===== config.mk =====
export PLATFORM = sky130hd
export DESIGN_NAME = lookahead_seq_subtractor
export DESIGN_NICKNAME = d
export VERILOG_FILES = /design/src/rtl/lookahead_seq_subtractor.sv
export SDC_FILE = /design/constraint.sdc
export NUM_CORES = 1
export LEC_CHECK = 0
export ABC_AREA = 1
export ABC_CLOCK_PERIOD_IN_PS = 2700
export CAP_MARGIN = 20
export CORE_MARGIN = 2
export CORE_UTILIZATION = 35
export CTS_CLUSTER_DIAMETER = 50
export DETAILED_ROUTE_END_ITERATION = 7
export PLACE_DENSITY = 0.69
export SETUP_SLACK_MARGIN = 0.05
export SLEW_MARGIN = 20
export SYNTH_ARGS = -nofsm -noshare
export SYNTH_HDL_FRONTEND = slang
export SYNTH_SLANG_ARGS = --single-unit

===== constraint.sdc =====
create_clock -name clk -period 2.7 [get_ports clk]
set_clock_uncertainty 0.05 [all_clocks]
set_input_delay 0.405 -clock clk [delete_from_list [all_inputs] [get_ports clk]]
set_output_delay 0.405 -clock clk [all_outputs]
set_load 0.005 [all_outputs]

===== src/rtl/lookahead_seq_subtractor.sv =====
// ---------------------------------------------------------------------------
// lookahead_seq_subtractor
//
// Purpose:
//   Multi-cycle wide subtractor. Computes F = A - B - Bin (modulo 2^W,
//   W = B_W*N_CH). It processes one B_W-bit chunk per clock, least-significant
//   chunk first. Each chunk is a borrow-lookahead group: generate/propagate
//   are formed on A and ~B, and the group carry-in is ~borrow. A registered
//   borrow links consecutive chunks.
//
// Optional feature (macro SUB_SAT_EN):
//   When defined, a signed overflow replaces F with the signed extreme that
//   matches the sign of A (0x80..0 for negative A, 0x7F..F otherwise). V
//   still reports 1, Bo is unchanged, and Z is evaluated on the saturated F.
//   When undefined, F is the raw modulo-2^W difference.
//
// Handshake:
//   start is sampled only in IDLE. When start is accepted at edge k, the
//   block latches A, B and Bin. busy is high for the N_CH RUN cycles. done is
//   a one-cycle pulse in the cycle after edge k+N_CH. F, Bo, V and Z are valid
//   from that cycle and hold until the next accepted start. start is ignored
//   during RUN and DONE.
//
// Ports:
//   clk          in   rising-edge clock
//   rst          in   synchronous, active-high reset
//   start        in   request (sampled in IDLE only)
//   A            in   W   minuend
//   B            in   W   subtrahend
//   Bin          in   borrow-in
//   busy         out  high during RUN
//   done         out  one-cycle completion pulse
//   F            out  W   difference
//   Bo           out  borrow-out (unsigned A < B + Bin)
//   V            out  signed overflow
//   Z            out  final F == 0
//   o_dbg_state  out  2   current FSM state (IDLE=0, RUN=1, DONE=2)
// ---------------------------------------------------------------------------
module lookahead_seq_subtractor #(
   parameter int B_W  = 4,
   parameter int N_CH = 4
) (
   input  logic                clk,
   input  logic                rst,
   input  logic                start,
   input  logic [B_W*N_CH-1:0] A,
   input  logic [B_W*N_CH-1:0] B,
   input  logic                Bin,
   output logic                busy,
   output logic                done,
   output logic [B_W*N_CH-1:0] F,
   output logic                Bo,
   output logic                V,
   output logic                Z,
   output logic [1:0]          o_dbg_state
);

   localparam int W     = B_W * N_CH;
   localparam int IDX_W = (N_CH > 1) ? $clog2(N_CH) : 1;

   typedef enum logic [1:0] {
      S_IDLE = 2'd0,
      S_RUN  = 2'd1,
      S_DONE = 2'd2
   } state_t;

   state_t             r_state;
   state_t             w_next_state;

   logic [W-1:0]       r_a;
   logic [W-1:0]       r_b;
   logic               r_borrow;
   logic [IDX_W-1:0]   r_idx;
   logic [W-1:0]       r_f;
   logic               r_bo;
   logic               r_v;
   logic               r_z;

   logic [B_W-1:0]     w_ca;       // current chunk of A
   logic [B_W-1:0]     w_cb_n;     // current chunk of ~B
   logic [B_W-1:0]     w_g;
   logic [B_W-1:0]     w_p;
   logic [B_W:0]       w_c;        // lookahead carries; w_c[B_W] is carry-out
   logic               w_pp;       // running propagate product
   logic [B_W-1:0]     w_sum;
   logic               w_last;
   logic [W-1:0]       w_f_raw;
   logic [W-1:0]       w_f_fin;
   logic               w_v;
   logic               w_z;

   // -------------------------------------------------------------------------
   // FSM
   // -------------------------------------------------------------------------
   assign w_last = (r_idx == IDX_W'(N_CH - 1));

   always_ff @(posedge clk) begin
      if (rst) begin
         r_state <= S_IDLE;
      end else begin
         r_state <= w_next_state;
      end
   end

   always_comb begin
      w_next_state = r_state;
      case (r_state)
         S_IDLE:  if (start)  w_next_state = S_RUN;
         S_RUN:   if (w_last) w_next_state = S_DONE;
         S_DONE:  w_next_state = S_IDLE;
         default: w_next_state = S_IDLE;
      endcase
   end

   assign busy        = (r_state == S_RUN);
   assign done        = (r_state == S_DONE);
   assign o_dbg_state = r_state;

   // -------------------------------------------------------------------------
   // Chunk borrow-lookahead. Subtraction is a + ~b + ~borrow. Each carry is
   // expanded as a sum of products over the group (g_i | p_i g_{i-1} | ...
   // | p_i..p_0 c0) instead of a ripple chain.
   // -------------------------------------------------------------------------
   always_comb begin
      w_ca   = r_a[r_idx*B_W +: B_W];
      w_cb_n = ~r_b[r_idx*B_W +: B_W];
      w_g    = w_ca & w_cb_n;
      w_p    = w_ca | w_cb_n;
      w_c    = '0;
      w_pp   = 1'b0;
      w_c[0] = ~r_borrow;
      for (int i = 0; i < B_W; i++) begin
         w_c[i+1] = w_g[i];
         w_pp     = w_p[i];
         for (int j = i - 1; j >= 0; j--) begin
            w_c[i+1] = w_c[i+1] | (w_pp & w_g[j]);
            w_pp     = w_pp & w_p[j];
         end
         w_c[i+1] = w_c[i+1] | (w_pp & w_c[0]);
      end
      w_sum = w_ca ^ w_cb_n ^ w_c[B_W-1:0];
   end

   // Full result as it will look once the last chunk lands. The flags are
   // only consumed on the final RUN edge.
   always_comb begin
      w_f_raw                         = r_f;
      w_f_raw[(N_CH-1)*B_W +: B_W]    = w_sum;
      w_v = (r_a[W-1] != r_b[W-1]) & (w_f_raw[W-1] != r_a[W-1]);
`ifdef SUB_SAT_EN
      if (w_v) begin
         w_f_fin = r_a[W-1] ? {1'b1, {(W-1){1'b0}}} : {1'b0, {(W-1){1'b1}}};
      end else begin
         w_f_fin = w_f_raw;
      end
`else
      w_f_fin = w_f_raw;
`endif
      w_z = (w_f_fin == '0);
   end

   // -------------------------------------------------------------------------
   // Datapath registers
   // -------------------------------------------------------------------------
   always_ff @(posedge clk) begin
      if (rst) begin
         r_a      <= '0;
         r_b      <= '0;
         r_borrow <= 1'b0;
         r_idx    <= '0;
         r_f      <= '0;
         r_bo     <= 1'b0;
         r_v      <= 1'b0;
         r_z      <= 1'b0;
      end else begin
         case (r_state)
            S_IDLE: begin
               if (start) begin
                  r_a      <= A;
                  r_b      <= B;
                  r_borrow <= Bin;
                  r_idx    <= '0;
               end
            end
            S_RUN: begin
               r_borrow <= ~w_c[B_W];
               if (w_last) begin
                  // Final chunk: commit the whole result and the flags at once.
                  r_idx <= '0;
                  r_f   <= w_f_fin;
                  r_bo  <= ~w_c[B_W];
                  r_v   <= w_v;
                  r_z   <= w_z;
               end else begin
                  r_idx                  <= r_idx + IDX_W'(1);
                  r_f[r_idx*B_W +: B_W]  <= w_sum;
               end
            end
            default: begin
            end
         endcase
      end
   end

   assign F  = r_f;
   assign Bo = r_bo;
   assign V  = r_v;
   assign Z  = r_z;

endmodule


==> results of run 1 <==
==> stage by stage <==
stage / hold WS (ns) / cells
floorplan: 0.4049 / 376
global placement: 0.4109 / 530
detailed placement: 0.4140 / 530
CTS: 0.4297 / 538
global route: 0.4625 / 542
finish: 0.4272 / 542
==> timing repair <==
item,in CTS,in global routing
buffers inserted,0,4
setup endpoints to repair,0,10
resized for setup,0,3
==> critical path, stage by stage (launching register included) <==
cell and delay [ns]:
dfxtp_1 0.46, clkinvlp_4 0.15, buf_4 0.18, a32oi_1 0.24, inv_1 0.11, fa_1 0.38
xnor2_1 0.36, nand3_1 0.16, nor2_1 0.12, nand2_1 0.06, a21oi_1 0.11
==> metal layers <==
layer	part of all wire (%)	routed length, um	GRT usage, %	vias up
li1	-	-	-	1335
met1	47	3027	20.23	1156
met2	47	2988	25.61	74
met3	5.0	320	2.958	6
met4	0.86	55	6.468	0
met5	0	0	0	-
==> logic make-up after synthesis <==
group	after synthesis
compound gates	79
simple gates	178
flops	56
buf+inv	47
xor+xnor	1
fa+ha+maj	15
==> layout make-up <==
cell class | count | area (um^2)
multi-input cells | 273 | 1398
repair buffers | 71 | 678.2
fillers | 772 | 4058
well taps | 102 | 127.6
flip-flops and latches | 56 | 1122
clock inverters | 2 | 15.01
clock buffers | 6 | 82.58
inverters | 32 | 126.4
==> worst paths after layout <==
check                                            from            endpoint  slack [ns]
worst max-delay path            r_idx[1]$_SDFFE_PP0P_      Z$_SDFFE_PP0P_        0.28
worst min-delay path               F[14]$_SDFFE_PP0P_  F[14]$_SDFFE_PP0P_        0.43
worst max register to register  r_idx[1]$_SDFFE_PP0P_      Z$_SDFFE_PP0P_        0.28
worst min register to register     F[14]$_SDFFE_PP0P_  F[14]$_SDFFE_PP0P_        0.43
==> flip-flops by register name (all words and copies together) (netlist names) <==
signal       flops
r_borrow         1
Z                1
r_b             16
Bo               1
V                1
F               16
o_dbg_state      2
r_idx            2
r_a             16
==> cell usage after synthesis (3+ instances only) <==
cell type   n  area (um^2)
inv_1      28        105.1
nand2_1    72        270.3
o21ai_0    35        175.2
clkbuf_1    6        22.52
nand3_1    11        55.05
buf_2       7        35.03
nor2_1     82        307.8
dfxtp_1    56         1121
a32oi_1     8        70.07
a21oi_1    31        155.2
ha_1       14        175.2
inv_2       3        11.26
==> report_power, final <==
part / switching, mW / internal, mW / leakage, nW
combinational: 0.273 / 0.200 / 0.945
sequential: 0.0358 / 0.877 / 0.460
clock: 0.285 / 0.208 / 0.0434
==> impl_metrics.toml, run 1 <==
[run_status]
outcome = "completed"

[logic_synthesis]
yosysWarnings = 0
synth_seq_cells = 56
ys_seq_area_share_pct = 41.40
syn_inst = 376
syn-num-nets = 427
synth_cell_type_count = 28
synth_top_family_by_area = "simple AND/OR/NAND/NOR gates"
synthArstFlopShare_pct = 0
synth_edf_count = 0
synthSimpleGateAreaFrac_pct = 28.10
synthAdderAreaFrac_pct = 7.209
syn_area_per_cell_um2 = 7.201
synth_compound_area_share_pct = 15.99
synth_ff_type = "dfxtp_1"
synth_area_mm2 = 0.002708
synth.area.mux_share_pct = 0
synth_xor_area_share_pct = 0.3235

[worst_setup_path]
crit_path_end_kind = "flip-flop"
reg2reg_depth = 10
cp_max_fo = 8
start_kind = "flip-flop"
criticalPathCategory = "flip-flop to flip-flop"
required_ns = 2.91
crit_arrival_ns = 2.63

[cells_and_area]
final_layout_size_suffix_gt1_share_pct = 7.955
antenna_cells = 0
syn2layout_area_growth_pct = 31.10
fin_util_pct = 46.66
final_common_cell = "nor2_1"
final_cell_mix = "nor2_1, nand2_1, clkdlybuf4s50_1"
nNetsFinal = 490
fin_area_mm2 = 0.003550

[placement]
place_congestion = 0.9605
dp_hpwl_um = 4866
dp_slack_ns = 0.1237
portBuffers = 58
placed_area_mm2 = 0.003415

[detailed_routing]
vias_per_cell = 4.744
firstDrtPassIters = 5
first_iter_violations = 103
routed_wl_um = 6391
vias = 2571
ant_nets = 0
drc_errors = 0
drt-wirelength-per-cell_um = 11.79

[timing]
fmax_mhz = 412.4
rsz0062_at_grt = "no"
tightest_slew_ns = 0.4763
setup_slack_ns = 0.2754
slew_headroom_pct = 68.20
fin_crit_sh_pct = 89.80
finalSetupTns_ns = 0
report.final.hold_viol_count = 0
slew_violations = 0
setup_viol = 0
fin_crit_ns = 2.425

[clocking]
cts_tree = "done"
cts.sinks = 56
cts-root-buf = "clkbuf_8"
cts_made_buffers = 5
cts_buffer_depth = 2
clk_pin_slew_ns = 0.10
clk_latency_ns = 0.31
htree_levels = 2
ctsHoldBuffers = 0

[floorplan]
die_area_mm2 = 0.008456
rows = 32
dieHeight_um = 91.96
die_x_um = 91.96
core_area_mm2 = 0.007607
initial_utilization_pct = 35.59
io_pins = 59

[hold_path]
hold_depth = 2
holdCritPathClass = "flip-flop to flip-flop"

[global_routing]
grt_first_pass_wirelength_um = 10750
track_usage_pct = 15.64
antenna_found_initial = 0
grt_max_degree = 38
grt-ovfl-total = 0
grt_pass1_vias = 2396

[power_and_ir_drop]
max-vdd-ir-drop_mv = 0.1956
power_mw = 1.880
powerDensity_mw_per_mm2 = 529.6
p_leak_nw = 1.448

[job]
max-cap-violations = 0
(Power assumes the default switching activity.)
==> inputs of run 2 (changes only) <==
- ABC_CLOCK_PERIOD_IN_PS: 2700 -> 3000
- clock period: 2.7 -> 3 ns (I/O delays scaled with it)
==> impl_metrics.toml, run 2 (synthesized netlist as in run 1, its figures left out) <==
[placement]
dp_slack_ns = 0.5451
place_inst = 528
place_congestion = 0.8127
dp_hpwl_um = 4848
portBuffers = 58

[global_routing]
antenna_found_initial = 0
grt-ovfl-total = 0
grt_first_pass_wirelength_um = 10560
track_usage_pct = 15.21
grt_pass1_vias = 2372
grt_max_degree = 38

[timing]
fmax_mhz = 394.5
tightest_slew_ns = 0.4840
rsz0062_at_grt = "no"
setup_slack_ns = 0.4651
fin_crit_ns = 2.535
setup_viol = 0
slew_violations = 0
report.final.hold_viol_count = 0
slew_headroom_pct = 67.65
fin_crit_sh_pct = 84.50
finalSetupTns_ns = 0

[detailed_routing]
drt-wirelength-per-cell_um = 11.53
vias = 2489
firstDrtPassIters = 4
vias_per_cell = 4.644
first_iter_violations = 62
drc_errors = 0
ant_nets = 0
routed_wl_um = 6178

[worst_setup_path]
criticalPathCategory = "flip-flop to flip-flop"
crit_path_end_kind = "flip-flop"
worst_path_max_delay_cell = "fa_1"
r2r_end = "Z$_SDFFE_PP0P_"
critPathMaxStageDelay_ns = 0.46
cp_cell_sequence = "clkinv_1, buf_4, a21oi_1, a32oi_1, inv_1, fa_1, inv_1, nand2_1, nor2_1, nand3_1, nor2_1, nand2_1, a21oi_1"
cp_max_fo = 11
cp_num_buf_inv = 4
reg2reg_depth = 13
crit_family = "buffers and inverters"
r2r_start = "r_idx[1]$_SDFFE_PP0P_"
crit_arrival_ns = 2.73
required_ns = 3.19
start_kind = "flip-flop"
r2r_slack_ns = 0.47

[clocking]
cts.sinks = 56
ctsHoldBuffers = 0
cts_tree = "done"
ctsResizeCount = 0
clk_latency_ns = 0.31
cts_buffer_depth = 2
cts-root-buf = "clkbuf_8"
cts_made_buffers = 5
post_cts_buffers = 0
clk_pin_slew_ns = 0.11
htree_levels = 2

[cells_and_area]
final_layout_size_suffix_gt1_share_pct = 6.221
final_cell_mix = "nor2_1, nand2_1, clkdlybuf4s50_1"
final_common_cell = "nor2_1"
seq_area_mm2 = 0.001121
fill_cells = 758
final_cells = 536
nNetsFinal = 484
syn2layout_area_growth_pct = 29.67
multi_input_area_mm2 = 0.001398
antenna_cells = 0

[power_and_ir_drop]
cellInternalPower_mw = 1.209
p_leak_nw = 1.432
power.share.combinational_pct = 24.0
power_frac_clock_pct = 28.6
max-vdd-ir-drop_mv = 0.2051
swShare_pct = 29.86
power_frac_seq_pct = 47.4
powerDensity_mw_per_mm2 = 491.0
power_switching_uw = 514.8

[floorplan]
die_area_mm2 = 0.008456
dieHeight_um = 91.96
rows = 32
io_pins = 59
initial_utilization_pct = 35.59
core_area_mm2 = 0.007607
die_x_um = 91.96

[hold_path]
min_to = "F[14]$_SDFFE_PP0P_"
hold_depth = 2
holdCritPathClass = "flip-flop to flip-flop"
hp-start = "F[14]$_SDFFE_PP0P_"

[run_status]
outcome = "completed"

[job]
max-cap-violations = 0
-- run 2: how the worst max path moves through the flow --
| stage | from | to | cells past startpoint |
|---|---|---|---|
| floorplan | r_idx[0]$_SDFFE_PP0P_ | Z$_SDFFE_PP0P_ | 12 |
| global placement | r_idx[1]$_SDFFE_PP0P_ | Z$_SDFFE_PP0P_ | 13 |
| detailed placement | r_idx[1]$_SDFFE_PP0P_ | Z$_SDFFE_PP0P_ | 13 |
| CTS | r_idx[1]$_SDFFE_PP0P_ | Z$_SDFFE_PP0P_ | 13 |
| global route | r_idx[1]$_SDFFE_PP0P_ | Z$_SDFFE_PP0P_ | 13 |
| finish | r_idx[1]$_SDFFE_PP0P_ | Z$_SDFFE_PP0P_ | 13 |
-- run 2: per-stage QoR --
step	power (mW)	hold slack, ns	cell area, um^2	util (%)
3_5_place_dp	1.247	0.4159	3400	44.69
3_3_place_gp	1.237	0.4090	3400	44.69
5_1_grt	1.825	0.4478	3511	46.15
2_1_floorplan	1.112	0.4049	2708	-
4_1_cts	1.740	0.4308	3511	46.15
6_report	1.724	0.4237	3511	46.15
-- run 2: worst reg2reg max path: stages (launching register included) --
cell and delay, ns:
dfxtp_1 0.42, clkinv_1 0.29, buf_4 0.27, a21oi_1 0.13, a32oi_1 0.09, inv_1 0.11, fa_1 0.46, inv_1 0.09
nand2_1 0.06, nor2_1 0.13, nand3_1 0.08, nor2_1 0.11, nand2_1 0.06, a21oi_1 0.12
-- run 2: power by group through the flow --
stage | sequential [mW] | combinational (mW) | clock (mW)
after global placement | 0.834 | 0.404 | 0
after floorplan | 0.827 | 0.285 | 0
after detailed placement | 0.834 | 0.413 | 0
after global routing | 0.824 | 0.472 | 0.530
final | 0.817 | 0.414 | 0.493
after CTS | 0.817 | 0.415 | 0.508
-- run 2: area by class of cell --
cell class,count,share of cell area (%)
multi-input cells,273,39.81
flip-flops and latches,56,31.93
repair buffers,65,18.03
well taps,102,3.635
inverters,32,3.421
clock buffers,5,1.960
clock inverters,3,1.212
-- run 2: routing by layer --
metal / part of all wire [%] / global-route usage, % / vias up
met2: 46 / 25.80 / 56
met4: 0.86 / 4.104 / 0
met5: 0 / 0 / -
li1: - / - / 1317
met1: 48 / 19.62 / 1110
met3: 4.9 / 3.205 / 6
==> inputs of run 3 (changes only) <==
- ABC_CLOCK_PERIOD_IN_PS: 3000 -> 2500
- clock period: 3 -> 2.5 ns (I/O delays scaled with it)
==> impl_metrics.toml, run 3 (synthesized netlist as in run 1, its figures left out) <==
[run_status]
outcome = "completed"

[floorplan]
initial_utilization_pct = 35.59
die_area_mm2 = 0.008456
dieHeight_um = 91.96
io_pins = 59
die_x_um = 91.96
rows = 32
core_area_mm2 = 0.007607

[power_and_ir_drop]
cellInternalPower_mw = 1.470
swShare_pct = 29.41
max-vdd-ir-drop_mv = 0.2267
power_switching_uw = 612.2
power_mw = 2.082
p_leak_nw = 1.465
power.share.combinational_pct = 25.2
powerDensity_mw_per_mm2 = 583.4
power_frac_seq_pct = 47.2
power_frac_clock_pct = 27.7

[worst_setup_path]
crit_path_end_kind = "flip-flop"
cp_num_buf_inv = 3
start_kind = "flip-flop"
critPathLaunch = "r_idx[0]$_SDFFE_PP0P_"
crit_family = "adder cells"
critical_path.most_common_cell = "nand2_1"
critPathMaxStageDelay_ns = 0.52
required_ns = 2.69
cp_cell_sequence = "buf_4, nand2_1, a32oi_1, inv_1, fa_1, inv_1, nand2_1, nor2_1, nand3_1, nor2_1, nand2_1, a21oi_1"
criticalPathCategory = "flip-flop to flip-flop"
worst_path_max_delay_cell = "fa_1"
cp_max_fo = 6
crit_arrival_ns = 2.45
r2r_start = "r_idx[0]$_SDFFE_PP0P_"

[clocking]
cts-root-buf = "clkbuf_8"
cts.sinks = 56
clk_latency_ns = 0.31
cts_buffer_depth = 2
post_cts_buffers = 0
htree_levels = 2
cts_made_buffers = 5
clk_pin_slew_ns = 0.09
ctsHoldBuffers = 0
cts_tree = "done"

[detailed_routing]
firstDrtPassIters = 6
vias = 2498
ant_nets = 0
routed_wl_um = 6195
drt-wirelength-per-cell_um = 11.45
drc_errors = 0
vias_per_cell = 4.617
first_iter_violations = 62

[timing]
finalSetupTns_ns = 0
rsz0062_at_grt = "no"
fmax_mhz = 442.1
fin_crit_sh_pct = 90.47
slew_violations = 0
setup_viol = 0
tightest_slew_ns = 0.2943
fin_crit_ns = 2.262
report.final.hold_viol_count = 0
slew_headroom_pct = 80.38

[cells_and_area]
antenna_cells = 0
syn2layout_area_growth_pct = 31.79
seq_area_mm2 = 0.001124
nNetsFinal = 489
multi_input_area_mm2 = 0.001415
final_cell_mix = "nor2_1, nand2_1, clkdlybuf4s50_1"
fill_cells = 796
final_common_cell = "nor2_1"
final_layout_size_suffix_gt1_share_pct = 8.428

[global_routing]
grt-ovfl-total = 0
antenna_found_initial = 0
grt_pass1_vias = 2396
grt_first_pass_wirelength_um = 10520
track_usage_pct = 15.21
grt_max_degree = 37

[job]
max-cap-violations = 0

[hold_path]
holdCritPathClass = "flip-flop to flip-flop"
hp-start = "F[14]$_SDFFE_PP0P_"

[placement]
portBuffers = 58
dp_hpwl_um = 4932
place_congestion = 0.8507
## run 3: changes by cell type in the layout (fill, tap and decap cells not counted), sizes merged
cell	before	now
buf	7	12
clkbuf	5	6
clkinvlp	1	0
## run 3: repair_timing
action | 4_1_cts | 5_1_grt
setup endpoints to repair | 1 | 6
gates resized for setup | 2 | 5
endpoints found under the hold margin | 0 | 0
## run 3: cell type report
| cell class | count | area share [%] |
|---|---|---|
| multi-input combinational | 273 | 39.66 |
| sequential | 56 | 31.49 |
| timing repair buffer | 70 | 18.79 |
| tap | 102 | 3.576 |
| inverter | 32 | 3.471 |
| clock buffer | 6 | 2.034 |
| clock inverter | 2 | 0.9818 |
## run 3: power by group through the flow
stage | logic [mW] | registers, mW | clock network [mW]
after floorplan | 0.342 | 0.993 | 0
after global placement | 0.498 | 1.00 | 0
after detailed placement | 0.510 | 1.00 | 0
after CTS | 0.514 | 0.981 | 0.590
after global routing | 0.590 | 0.989 | 0.631
final | 0.524 | 0.982 | 0.576
## run 3: worst register-to-register path, cell delays in order (launching register included)
cell and delay [ns]:
dfxtp_2 0.41, buf_4 0.15, nand2_1 0.05, a32oi_1 0.25, inv_1 0.11, fa_1 0.52, inv_1 0.11, nand2_1 0.06
nor2_1 0.10, nand3_1 0.07, nor2_1 0.12, nand2_1 0.06, a21oi_1 0.13
## run 3: worst paths after layout
| check | cells past startpoint | slack [ns] | endpoint |
|---|---|---|---|
| worst min register to register | 2 | 0.43 | F[14]$_SDFFE_PP0P_ |
| worst max-delay path | 12 | 0.24 | Z$_SDFFE_PP0P_ |
| worst max register to register | 12 | 0.24 | Z$_SDFFE_PP0P_ |
| worst min-delay path | 2 | 0.43 | F[14]$_SDFFE_PP0P_ |
## run 3: routing by layer
metal	track usage [%]	routed length, um
met4	4.726	74
met2	25.74	2852
met1	19.58	2970
met3	2.958	298
met5	0	0
## run 3: per-stage QoR
stage	utilization, %	hold WS [ns]	instance area [um^2]	cells	setup WS (ns)
floorplan	-	0.4049	2708	376	0.2662
global placement	45.18	0.4087	3437	533	0.2333
detailed placement	45.18	0.4111	3437	533	0.02780
CTS	46.71	0.4247	3553	541	0.1664
global route	46.91	0.4559	3568	541	0.06079
finish	46.91	0.4267	3568	541	0.2382
